**src/rtl/mips_ctrl_pkg.sv**
```systemverilog
// Shared encodings for the multicycle MIPS control FSM and its helpers.
package mips_ctrl_pkg;

  typedef enum logic [3:0] {
    S_FETCH     = 4'd0,
    S_DECODE    = 4'd1,
    S_MEM_ADDR  = 4'd2,
    S_MEM_READ  = 4'd3,
    S_MEM_WB    = 4'd4,
    S_MEM_WRITE = 4'd5,
    S_R_EXEC    = 4'd6,
    S_R_WB      = 4'd7,
    S_BRANCH    = 4'd8,
    S_JUMP      = 4'd9,
    S_I_EXEC    = 4'd10,
    S_I_WB      = 4'd11,
    S_TRAP      = 4'd12
  } state_t;

  localparam logic [5:0] OP_RTYPE = 6'b000000;
  localparam logic [5:0] OP_LW    = 6'b100011;
  localparam logic [5:0] OP_SW    = 6'b101011;
  localparam logic [5:0] OP_BEQ   = 6'b000100;
  localparam logic [5:0] OP_J     = 6'b000010;
  localparam logic [5:0] OP_ADDI  = 6'b001000;

  localparam logic [1:0] SRCB_RT     = 2'b00;
  localparam logic [1:0] SRCB_FOUR   = 2'b01;
  localparam logic [1:0] SRCB_IMM    = 2'b10;
  localparam logic [1:0] SRCB_IMM_SH = 2'b11;

  localparam logic [1:0] PCSRC_ALU    = 2'b00;
  localparam logic [1:0] PCSRC_ALUOUT = 2'b01;
  localparam logic [1:0] PCSRC_JUMP   = 2'b10;

  localparam logic [1:0] ALUOP_ADD   = 2'b00;
  localparam logic [1:0] ALUOP_SUB   = 2'b01;
  localparam logic [1:0] ALUOP_FUNCT = 2'b10;

  localparam logic [1:0] CAUSE_NONE    = 2'b00;
  localparam logic [1:0] CAUSE_ILLEGAL = 2'b01;
  localparam logic [1:0] CAUSE_TIMEOUT = 2'b10;

  // States that sit on the memory handshake and may stall.
  function automatic logic is_mem_wait_state(input state_t s);
    return (s == S_FETCH) || (s == S_MEM_READ) || (s == S_MEM_WRITE);
  endfunction

endpackage

```
**src/rtl/mem_wait_timer.sv**
```systemverilog
// Counts consecutive stalled cycles in a memory state and flags a timeout.
module mem_wait_timer #(
  parameter int MEM_TIMEOUT = 15
) (
  input  logic clk,
  input  logic rst,
  input  logic i_waiting,
  output logic o_timeout
);

  localparam int CW = (MEM_TIMEOUT < 1) ? 1 : $clog2(MEM_TIMEOUT + 1);

  logic [CW-1:0] r_cnt;

  // Timeout fires when the counter has already seen MEM_TIMEOUT stalls and
  // this cycle stalls again; a ready in that cycle suppresses it.
  assign o_timeout = (MEM_TIMEOUT != 0) && i_waiting && (r_cnt == CW'(MEM_TIMEOUT));

  // Count stalls; any non-stall cycle (ready or state change) clears.
  always_ff @(posedge clk or posedge rst) begin
    if (rst)                        r_cnt <= '0;
    else if (i_waiting && !o_timeout) r_cnt <= r_cnt + 1'b1;
    else                            r_cnt <= '0;
  end

endmodule

```
**src/rtl/multicycle_control.sv**
```systemverilog
// Moore-style multicycle MIPS control FSM with retire counter and traps.
module multicycle_control
  import mips_ctrl_pkg::*;
#(
  parameter int RETIRED_W   = 32,
  parameter int MEM_TIMEOUT = 15
) (
  input  logic                 clk,
  input  logic                 rst,
  input  logic [5:0]           opcode,
  input  logic                 mem_ready,
  output logic                 PCWrite,
  output logic                 PCWriteCond,
  output logic [1:0]           PCSource,
  output logic                 IorD,
  output logic                 MemoryRead,
  output logic                 MemoryWrite,
  output logic                 IRWrite,
  output logic                 MemoryToRegister,
  output logic                 RegistroDestino,
  output logic                 RegisterWrite,
  output logic                 ALUSrcA,
  output logic [1:0]           ALUSrcB,
  output logic [1:0]           ALUOpcode,
  output logic                 instr_done,
  output logic [RETIRED_W-1:0] retired,
  output logic                 trap,
  output logic [1:0]           trap_cause,
  output logic [3:0]           state_o
);

  state_t                r_state;
  logic [RETIRED_W-1:0]  r_retired;
  logic                  r_trap;
  logic [1:0]            r_cause;
  logic                  w_waiting;
  logic                  w_timeout;
  logic                  w_done;

  assign w_waiting = is_mem_wait_state(r_state) && !mem_ready;

  mem_wait_timer #(.MEM_TIMEOUT(MEM_TIMEOUT)) u_timer (
    .clk       (clk),
    .rst       (rst),
    .i_waiting (w_waiting),
    .o_timeout (w_timeout)
  );

  // Last cycle of every instruction; sw only ends once the write is accepted.
  assign w_done = (r_state == S_MEM_WB) || (r_state == S_R_WB) ||
                  (r_state == S_BRANCH) || (r_state == S_JUMP) ||
                  (r_state == S_I_WB) ||
                  ((r_state == S_MEM_WRITE) && mem_ready);

  // State sequencing, retire counting and sticky trap capture.
  always_ff @(posedge clk or posedge rst) begin
    if (rst) begin
      r_state   <= S_FETCH;
      r_retired <= '0;
      r_trap    <= 1'b0;
      r_cause   <= CAUSE_NONE;
    end else begin
      if (w_done) r_retired <= r_retired + 1'b1;
      if (w_timeout) begin
        r_state <= S_TRAP;
        r_trap  <= 1'b1;
        r_cause <= CAUSE_TIMEOUT;
      end else begin
        case (r_state)
          S_FETCH:     if (mem_ready) r_state <= S_DECODE;
          S_DECODE: begin
            case (opcode)
              OP_RTYPE:     r_state <= S_R_EXEC;
              OP_LW, OP_SW: r_state <= S_MEM_ADDR;
              OP_BEQ:       r_state <= S_BRANCH;
              OP_J:         r_state <= S_JUMP;
              OP_ADDI:      r_state <= S_I_EXEC;
              default: begin
                r_state <= S_TRAP;
                r_trap  <= 1'b1;
                r_cause <= CAUSE_ILLEGAL;
              end
            endcase
          end
          S_MEM_ADDR:  r_state <= (opcode == OP_LW) ? S_MEM_READ : S_MEM_WRITE;
          S_MEM_READ:  if (mem_ready) r_state <= S_MEM_WB;
          S_MEM_WRITE: if (mem_ready) r_state <= S_FETCH;
          S_R_EXEC:    r_state <= S_R_WB;
          S_I_EXEC:    r_state <= S_I_WB;
          S_MEM_WB, S_R_WB, S_BRANCH, S_JUMP, S_I_WB: r_state <= S_FETCH;
          default:     r_state <= S_TRAP;  // TRAP holds; stray encodings park here too
        endcase
      end
    end
  end

  // Control decode from the current state; IRWrite/PCWrite in FETCH track mem_ready.
  always_comb begin
    PCWrite          = 1'b0;
    PCWriteCond      = 1'b0;
    PCSource         = PCSRC_ALU;
    IorD             = 1'b0;
    MemoryRead       = 1'b0;
    MemoryWrite      = 1'b0;
    IRWrite          = 1'b0;
    MemoryToRegister = 1'b0;
    RegistroDestino  = 1'b0;
    RegisterWrite    = 1'b0;
    ALUSrcA          = 1'b0;
    ALUSrcB          = SRCB_RT;
    ALUOpcode        = ALUOP_ADD;
    case (r_state)
      S_FETCH: begin
        MemoryRead = 1'b1;
        ALUSrcB    = SRCB_FOUR;
        IRWrite    = mem_ready;
        PCWrite    = mem_ready;
      end
      S_DECODE:    ALUSrcB = SRCB_IMM_SH;
      S_MEM_ADDR: begin
        ALUSrcA = 1'b1;
        ALUSrcB = SRCB_IMM;
      end
      S_MEM_READ: begin
        MemoryRead = 1'b1;
        IorD       = 1'b1;
      end
      S_MEM_WB: begin
        RegisterWrite    = 1'b1;
        MemoryToRegister = 1'b1;
      end
      S_MEM_WRITE: begin
        MemoryWrite = 1'b1;
        IorD        = 1'b1;
      end
      S_R_EXEC: begin
        ALUSrcA   = 1'b1;
        ALUOpcode = ALUOP_FUNCT;
      end
      S_R_WB: begin
        RegisterWrite   = 1'b1;
        RegistroDestino = 1'b1;
      end
      S_BRANCH: begin
        ALUSrcA     = 1'b1;
        ALUOpcode   = ALUOP_SUB;
        PCWriteCond = 1'b1;
        PCSource    = PCSRC_ALUOUT;
      end
      S_JUMP: begin
        PCWrite  = 1'b1;
        PCSource = PCSRC_JUMP;
      end
      S_I_EXEC: begin
        ALUSrcA = 1'b1;
        ALUSrcB = SRCB_IMM;
      end
      S_I_WB:      RegisterWrite = 1'b1;
      default: ;
    endcase
  end

  assign instr_done = w_done;
  assign retired    = r_retired;
  assign trap       = r_trap;
  assign trap_cause = r_cause;
  assign state_o    = r_state;

endmodule

```
**config.mk**
```make
export PLATFORM = sky130hd
export DESIGN_NAME = multicycle_control
export DESIGN_NICKNAME = d
export VERILOG_FILES = /design/src/rtl/mips_ctrl_pkg.sv /design/src/rtl/mem_wait_timer.sv /design/src/rtl/multicycle_control.sv
export SDC_FILE = /design/constraint.sdc
export NUM_CORES = 1
export LEC_CHECK = 0
export ABC_AREA = 1
export CORE_MARGIN = 2
export CORE_UTILIZATION = 53
export CTS_CLUSTER_SIZE = 16
export DETAILED_ROUTE_END_ITERATION = 12
export PLACE_DENSITY = 0.84
export SYNTH_ARGS = -nofsm -noshare
export SYNTH_HDL_FRONTEND = slang
export SYNTH_SLANG_ARGS = --single-unit
```
**constraint.sdc**
```tcl
create_clock -name clk -period 3.1 [get_ports clk]
set_input_delay 0.62 -clock clk [delete_from_list [all_inputs] [get_ports clk]]
set_output_delay 0.62 -clock clk [all_outputs]
set_load 0.05 [all_outputs]
```
* Yosys cells after proc, flatten, opt, wreduce, memory -nomap -nowiden
Index checks and enable logic that the tools add are counted.
** Word-level totals
- Word-level logic and storage cells :: 81
- Flip-flop bits (word level) :: 43
- Input port bits :: 9
- Output and inout port bits :: 56
** Operators by class
- Equality and inequality tests :: 21
- Add/sub/neg operators :: 2
- Mux-type cells :: 27
- Reduce and logical (&&, ||, !) cells :: 26
** Operator list (number)
- 32-bit by 1-bit adder with 32-bit output, second input constant :: 1
- 4-bit one-hot mux with 8 select lines :: 1
- 4-bit == test, second input constant :: 5
- 4-bit two-way mux :: 5
- 4-bit one-hot mux with 5 select lines :: 1
- 4-bit by 3-bit == test with 1-bit output, second input constant :: 4
- 6-bit == test, second input constant :: 2
- 1-bit two-way mux :: 12
- 3-bit by 2-bit != test with 1-bit output, second input constant :: 3
- 4-bit by 2-bit == test with 1-bit output, second input constant :: 2
- 2-bit one-hot mux with 2 select lines :: 2
- 2-bit OR reduction :: 4
- 1-bit logical OR :: 7
- 6-bit by 2-bit == test with 1-bit output, second input constant :: 1
- 6-bit by 3-bit == test with 1-bit output, second input constant :: 1
- 6-bit by 4-bit == test with 1-bit output, second input constant :: 1
- 6-bit zero test :: 1
- 2-bit two-way mux :: 3
- 2-bit one-hot mux with 3 select lines :: 1
- 6-bit OR reduction :: 1
- 5-bit OR reduction :: 1
- 4-bit by 1-bit adder with 4-bit output, second input constant :: 1
- 4-bit by 1-bit == test with 1-bit output, second input constant :: 1
- 1-bit logical AND :: 4
- other kinds (10) :: 11

* Logic depth before layout (Yosys ltp)
Gate-level depths: netlist of the first run.
- Word-level depth :: 8
- Depth in mapped cells :: 10
- Gate-level depth less buffers :: 10

* Hierarchy
From an unflattened synthesis of the first run, not the netlist that was laid out.
** Unflattened totals
- Cells, all modules :: 443
- Area total of the unflattened synthesis :: 2870.3 um^2
** By module, submodules not included
- multicycle_control :: area each 2678.8 um^2, times used 1, cells an instance 423, sequential area each 975.9 um^2
- mem_wait_timer :: area each 191.4 um^2, times used 1, cells an instance 20, sequential area each 100.1 um^2

* Least setup slack after synthesis of the first run
No wires, ideal clock.
- Kind :: register to output
- From :: register r_state[1] (netlist: state_o[1])
- To :: output port RegisterWrite
- Data required time :: 2480 ps
- Path slack :: 170 ps
- Cell stages (with the launch flop) :: 5
- Data arrival time :: 2310 ps
- Path buffers :: 0
- Cells stage by stage :: dfrtp_1 nand2_1 nor2_1 nor2_2 o21ai_0
** Between the ends
- Cells in the longest elaborated chain, start to end :: 3
** Ends and longest elaborated chain
- start, declared :: line multicycle_control.sv:32 : state_t r_state;
- start signal, assigned :: line multicycle_control.sv:85 : S_MEM_ADDR: r_state <= (opcode == OP_LW) ? S_MEM_READ : S_MEM_WRITE;
- 4-bit by 3-bit == test with 1-bit output or 4-bit == test (tied branches) :: line multicycle_control.sv:112 : case (r_state)
- 3-bit OR reduction (no source line) *
- 1-bit two-way mux * :: line multicycle_control.sv:112
- end, declared :: line multicycle_control.sv:21 : output logic RegisterWrite,
Mark *: on every way between the ends. The rest lies on a longest branch, timed or not.

* Final worst setup path of the first run
- From :: register r_state[2] (netlist: state_o[2])
- To :: output port ALUSrcA
** Between the ends
- Cells in the longest elaborated chain, start to end :: 3
** Ends and longest elaborated chain
- 4-bit == test, or another cell as far along :: line multicycle_control.sv:112
- 4-bit OR reduction (no source line) *
- 1-bit two-way mux * :: line multicycle_control.sv:112
- end, declared :: line multicycle_control.sv:22 : output logic ALUSrcA,
Marks and branches as above.

==> summary.md, run 1 <==
| Metric | Value |
|---|---|
| Commonest non-fill, non-tap cell in the layout | nand2_1 |
| Final hold slack | 0.4812 ns |
| CORE AREA | 0.005140 mm^2 |
| Clk_lat worst skew | 0.29 ns |
| Inserted Diodes | 0 |
| Clock sink total | 43 |
| ANT nets after route | 0 |
| Final cell count without fillers | 572 |
| Commonest cells after routing, fill and taps aside | nand2_1 (200), nor2_1 (82), clkdlybuf4s50_1 (63) |
| Worst Skew | 0.01168 ns |
| Crit Path Max Fanout | 7 |
| Fmax | 353.3 MHz |
| Max H-tree Level | 2 |
| Seq/Total Area, Yosys | 38.00% |
| Gr usage total | 26.46% |
| Worst-path cell chain | inv_1 -> nand2_1 -> nor2_1 -> a31o_2 -> clkdlybuf4s50_1 |
| I/O Pins | 65 |
| Core utilization of the finished layout | 70.18% |
| Ys Warns | 0 |
| Vias per Instance | 5.017 |
| Fin crit share | 91.31% |
| CTS tree | built |
| Initial DRC count | 108 |
| GP Congestion | 0.9342 |
| Residual DRC | 0 |
| Area Growth Syn to Fin | 27.40% |
| #FFs+latches synth | 43 |
| Nets | 512 |
| CP Capture Type | primary output |
| Total die area | 0.005943 mm^2 |
| Setup Fix Bufs, Post-CTS | 0 |
| HPWL after DPL | 5885 um |
| Hold Crit Class | flop to flop |
| Synth top area cells | dfrtp_1 (38%), nand2_1 (27%), nor2_1 (11%), nand3b_1 (4.2%), inv_1 (4.1%) |
| Core Rows | 26 |
| Routed WL | 7401 um |
| Top delay family on crit path | buffers and inverters |
| TritonCTS buffer count | 5 |
| Syn Nets | 446 |
| Worst-path clk slew | 0.08 ns |
| Setup TNS | 0 ns |
| Starting density of the core | 55.09% |
| Yosys top cell by area | dfrtp_1 |
| Clock Path Buffers | 2 |
| CP startpoint kind | flop |
| Crit-path slowest cell | clkdlybuf4s50_1 |
| Die Y | 77.09 um |
| Hold Buf Count CTS | 0 |
| Buf/Inv on CP | 2 |
| # port buffers | 64 |
| Die width | 77.09 um |
| Total gr overflow | 0 |
| Pin count of the biggest net entering global routing | 30 |
| Synth Instances | 435 |
| Vias in the first global route | 2,749 |
| Leak Pwr | 1.665 nW |
| Clock Root Buffer | clkbuf_8 |
| Worst Path Arrival | 2.21 ns |
| Cells after DPL | 564 |
| Netlist cell types | 24 |
| Status | finished, final reports clean |
| Setup Viol. Count Final | 0 |
| Post-route minimum period | 2.831 ns |
| Max-slew violation count | 0 |
| Vias | 2,870 |
| Slowest stage delay, CP | 0.79 ns |
| Worst slew pin tran | 1.024 ns |
| Power per Cell Area | 259.1 mW/mm^2 |
| Unrepaired setup endpoints after global routing | no |
| Area fraction of the dominant cell type after synthesis | 38.00% |
| Fin. Hold Viols | 0 |
| Rel. slew slack | 31.29% |
| Max-cap violations | 0 |
| Share of cells above drive strength 1 | 4.382% |
| Drt pass-1 iters | 4 |
| First-pass GRT wire length | 12,630 um |
| Average wire per standard cell | 12.94 um |
| Post-cts sizing count | 0 |
| Worst endpoint required time | 2.48 ns |
| Peak VDD IR | 0.2695 mV |
| Setup CP Type | flop to primary output |
| Mapped Area | 0.002831 mm^2 |
| Filler Cell Count | 460 |
| Initial antenna violation count | 0 |
| Average size of a mapped cell | 6.509 um^2 |
[where the power goes]
group          total (mW)  internal [mW]  switching [mW]
combinational      0.0325         0.0126          0.0199
clock               0.342          0.158           0.183
sequential          0.560          0.560               0
[synth_stat cells]
library cell / number
a31o_2: 1
nand2_2: 6
o22ai_1: 2
buf_2: 2
buf_4: 2
o21ai_0: 6
nand2_1: 200
inv_1: 31
nand3_4: 1
a21oi_1: 2
xnor2_1: 8
nor2_2: 2
xnor2_2: 1
o211ai_1: 1
nand4_1: 3
nand3b_1: 16
xor2_1: 8
a21boi_1: 1
inv_2: 2
nor2_1: 82
nand3_1: 10
dfrtp_1: 43
ha_1: 2
buf_6: 3
[path summary, 6_finish.rpt]
path,start,slack [ns],end,cells past startpoint
max reg2reg,retired[0],1.27,retired[28],10
max in group asynchronous,rst,1.65,retired[19],3
min,trap_cause[1],0.48,trap_cause[1],2
min reg2reg,trap_cause[1],0.48,trap_cause[1],2
max,state_o[2],0.27,ALUSrcA,5
min in group asynchronous,rst,0.74,retired[14],2
[final cells by class]
| type | count | area [um^2] | share of cell area [%] |
|---|---|---|---|
| inverter | 33 | 123.9 | 3.434 |
| tap | 70 | 87.58 | 2.428 |
| clock inverter | 1 | 5.005 | 0.1387 |
| clock buffer | 7 | 76.32 | 2.116 |
| sequential | 43 | 1076 | 29.83 |
| timing repair buffer | 66 | 665.6 | 18.45 |
| multi-input combinational | 352 | 1573 | 43.60 |
[per-stage QoR]
step | worst slack (ns) | power, mW | area (um^2)
4_1_cts | 0.2604 | 0.9418 | 3607
5_1_grt | 0.1595 | 0.9745 | 3607
2_1_floorplan | 0.1703 | 0.5873 | 2831
3_3_place_gp | 0.3730 | 0.6034 | 3526
6_report | 0.2695 | 0.9346 | 3607
3_5_place_dp | 0.3417 | 0.6049 | 3526
[registers in the layout (all words and copies together) (netlist names)]
signal	cells
trap	1
trap_cause	2
state_o	4
retired	32
u_timer.r_cnt	4
[logic make-up (layout without fill, tap and decap cells)]
family / count (synthesis) / count (layout) / synth area share (%)
AND/OR/NAND/NOR: 320 / 320 / 46.44
flip-flops: 43 / 43 / 38.00
buffers and inverters: 40 / 107 / 6.451
XOR/XNOR: 17 / 17 / 5.524
AO/OA/AOI/OAI: 13 / 13 / 2.696
adder cells (fa/ha/maj): 2 / 2 / 0.8836
[metal layers]
metal | vias up | part of all wire (%) | track usage (%)
met2 | 76 | 49 | 45.53
met1 | 1317 | 46 | 33.91
li1 | 1464 | - | -
met5 | - | 0 | 0
met4 | 0 | 1.4 | 9.286
met3 | 13 | 4.4 | 4.000
[worst reg2reg max path, delay by kind of cell, from the launching register on]
family	cells	cell delay (ns)
simple gates	7	0.82
fa+ha+maj	1	0.29
flops	1	0.47
buf+inv	2	0.16
No activity file was read; power rests on OpenSTA's default activity.
==> run 2: changes to the inputs <==
REMOVE_ABC_BUFFERS = 1   (was unset)
==> run 2 against run 1 <==
- fmax grew 0.24%
- critical path type unchanged
- critical endpoint is now PCWrite
- via count is 1.4% higher
- sequential power about the same
- cell count unchanged
- routed wire length is 1.2% higher
- combinational power about the same
- utilization rose by 0.44 points
- largest power group unchanged
- register-to-register slack worse by 0.05 ns
- non-clock buffer count is the same
==> summary.md, run 2 (synthesis gave the netlist of run 1 again) <==
| Metric | Value |
|---|---|
| Status | finished, final reports clean |
| Average wire per standard cell | 13.09 um |
| FF-to-FF Start | retired[0] |
| Filler Cell Count | 479 |
| Combinational share of power | 3.2% |
| Clock Root Buffer | clkbuf_8 |
| Post-route minimum period | 2.824 ns |
| Worst-path cell chain | nor2_1 -> nand2_1 -> o22ai_1 -> clkdlybuf4s50_1 |
| Worst Skew | 0.01261 ns |
| Die Y | 77.09 um |
| Fin. Hold Viols | 0 |
| Routed WL | 7488 um |
| FF/Latch Area | 0.001076 mm^2 |
| Multi-input gate area | 0.001573 mm^2 |
| Reg2reg end | retired[28] |
| Max-slew violation count | 0 |
| Flop2flop setup slack | 1.22 ns |
| Share of total power in the clock network | 40.2% |
| CORE AREA | 0.005140 mm^2 |
| Cells after DPL | 564 |
| Reg power frac | 56.5% |
| I/O Pins | 65 |
| Die width | 77.09 um |
| Sw power | 0.2160 mW |
| Fmax | 354.1 MHz |
| HP Start | u_timer.r_cnt[0] |
| Fin crit share | 91.09% |
| Setup Viol. Count Final | 0 |
| Buf/Inv on CP | 1 |
| Peak VDD IR | 0.2837 mV |
| CP startpoint | state_o[2] |
| Vias per Instance | 5.087 |
| Slowest stage delay, CP | 0.82 ns |
| Leak Pwr | 1.677 nW |
| Worst-path clk slew | 0.08 ns |
| Setup CP Type | flop to primary output |
| Crit Path Max Fanout | 7 |
| P_int | 0.7756 mW |
| Total gr overflow | 0 |
| Total die area | 0.005943 mm^2 |
| Crit path depth | 4 |
| Total Power | 0.9916 mW |
| Vias | 2,910 |
| GP Congestion | 0.9198 |
| Post-cts sizing count | 0 |
| Top delay family on crit path | buffers and inverters |
| CP startpoint kind | flop |
| FF-to-FF path depth | 10 |
| Switching Fraction | 21.78% |
| Commonest non-fill, non-tap cell in the layout | nand2_1 |
| ANT nets after route | 0 |
| Clock Path Buffers | 2 |
| Initial antenna violation count | 0 |
| CP Capture Point | PCWrite |
| Max H-tree Level | 2 |
| CTS tree | built |
| Inserted Diodes | 0 |
| Drt pass-1 iters | 4 |
| Max FFs per register | 32 |
| Gr usage total | 26.82% |
| Commonest cells after routing, fill and taps aside | nand2_1 (200), nor2_1 (82), clkdlybuf4s50_1 (63) |
| Unrepaired setup endpoints after global routing | no |
| Pre-CTS setup slack | 0.3566 ns |
| Worst slew pin tran | 0.5602 ns |
| Hold Buf Count CTS | 0 |
| Rel. slew slack | 62.65% |
| Share of cells above drive strength 1 | 4.781% |
| Crit-path slowest cell | clkdlybuf4s50_1 |
| Clk_lat worst skew | 0.31 ns |
| TritonCTS buffer count | 5 |
| Clock sink total | 43 |
| Worst Path Arrival | 2.20 ns |
| Area Growth Syn to Fin | 28.19% |
| Worst setup margin | 0.2762 ns |
| Initial DRC count | 169 |
| Worst endpoint required time | 2.48 ns |
| Nets | 512 |
| HPWL after DPL | 5737 um |
| Core Rows | 26 |
| Residual DRC | 0 |
| Max-cap violations | 0 |
| Pin count of the biggest net entering global routing | 44 |
| Starting density of the core | 55.09% |
| # port buffers | 64 |
| Vias in the first global route | 2,745 |
| Final cell count without fillers | 572 |
| CP Capture Type | primary output |
| Hold Crit Class | flop to flop |
| Power per Cell Area | 273.2 mW/mm^2 |
| Setup Fix Bufs, Post-CTS | 0 |
| First-pass GRT wire length | 12,690 um |
==> run 2: cell types whose count changed in the layout (fill, tap and decap cells not counted) <==
| cell | change |
|---|---|
| clkbuf_1 | -2 |
| clkbuf_8 | +2 |
| clkinv_1 | -1 |
| clkinv_2 | -1 |
| clkinvlp_4 | +1 |
| inv_1 | +1 |
==> run 2: through the flow <==
step                      util, %  cell area (um^2)  hold WS [ns]  setup TNS [ns]
after CTS                   70.62              3630        0.4796               0
after global placement      68.60              3526        0.4527               0
final                       70.62              3630        0.4763               0
after global routing        70.62              3630        0.5059               0
after detailed placement    68.60              3526        0.4569               0
after floorplan                 -              2773        0.4331          -1.856
==> run 2: routing by layer <==
metal | global-route usage, % | share of wire (%) | up-vias
li1 | - | - | 1466
met1 | 34.31 | 45 | 1361
met2 | 45.88 | 50 | 71
met3 | 5.529 | 4.3 | 12
met4 | 7.857 | 1.4 | 0
met5 | 0 | 0 | -
==> run 2: power groups by stage <==
| stage | Clock (mW) | Sequential [mW] | Combinational (mW) |
|---|---|---|---|
| 3_5_place_dp | 0 | 0.572 | 0.0330 |
| 4_1_cts | 0.404 | 0.560 | 0.0331 |
| 3_3_place_gp | 0 | 0.572 | 0.0322 |
| 6_report | 0.399 | 0.560 | 0.0322 |
| 5_1_grt | 0.438 | 0.560 | 0.0375 |
| 2_1_floorplan | 0 | 0.572 | 0.0158 |
==> run 2: area by class of cell <==
type / instances / area share, %
Multi-Input combinational cell: 352 / 43.33
Sequential cell: 43 / 29.64
Timing Repair Buffer: 66 / 18.34
Inverter: 33 / 3.413
Clock buffer: 7 / 2.654
Tap cell: 70 / 2.413
Clock inverter: 1 / 0.2068
==> run 2: worst min-delay path by stage <==
stage                             to  slack [ns]  cells past startpoint
floorplan           u_timer.r_cnt[0]        0.43                      1
global placement    u_timer.r_cnt[0]        0.45                      1
detailed placement  u_timer.r_cnt[0]        0.46                      1
CTS                 u_timer.r_cnt[0]        0.48                      1
global route                    trap        0.51                      1
finish              u_timer.r_cnt[0]        0.48                      1
==> run 3: changes to the inputs <==
CTS_CLUSTER_DIAMETER = 40   (was unset)
==> results of run 3 <==
The final DEF is identical to that of run 2; final timing and power are the same.
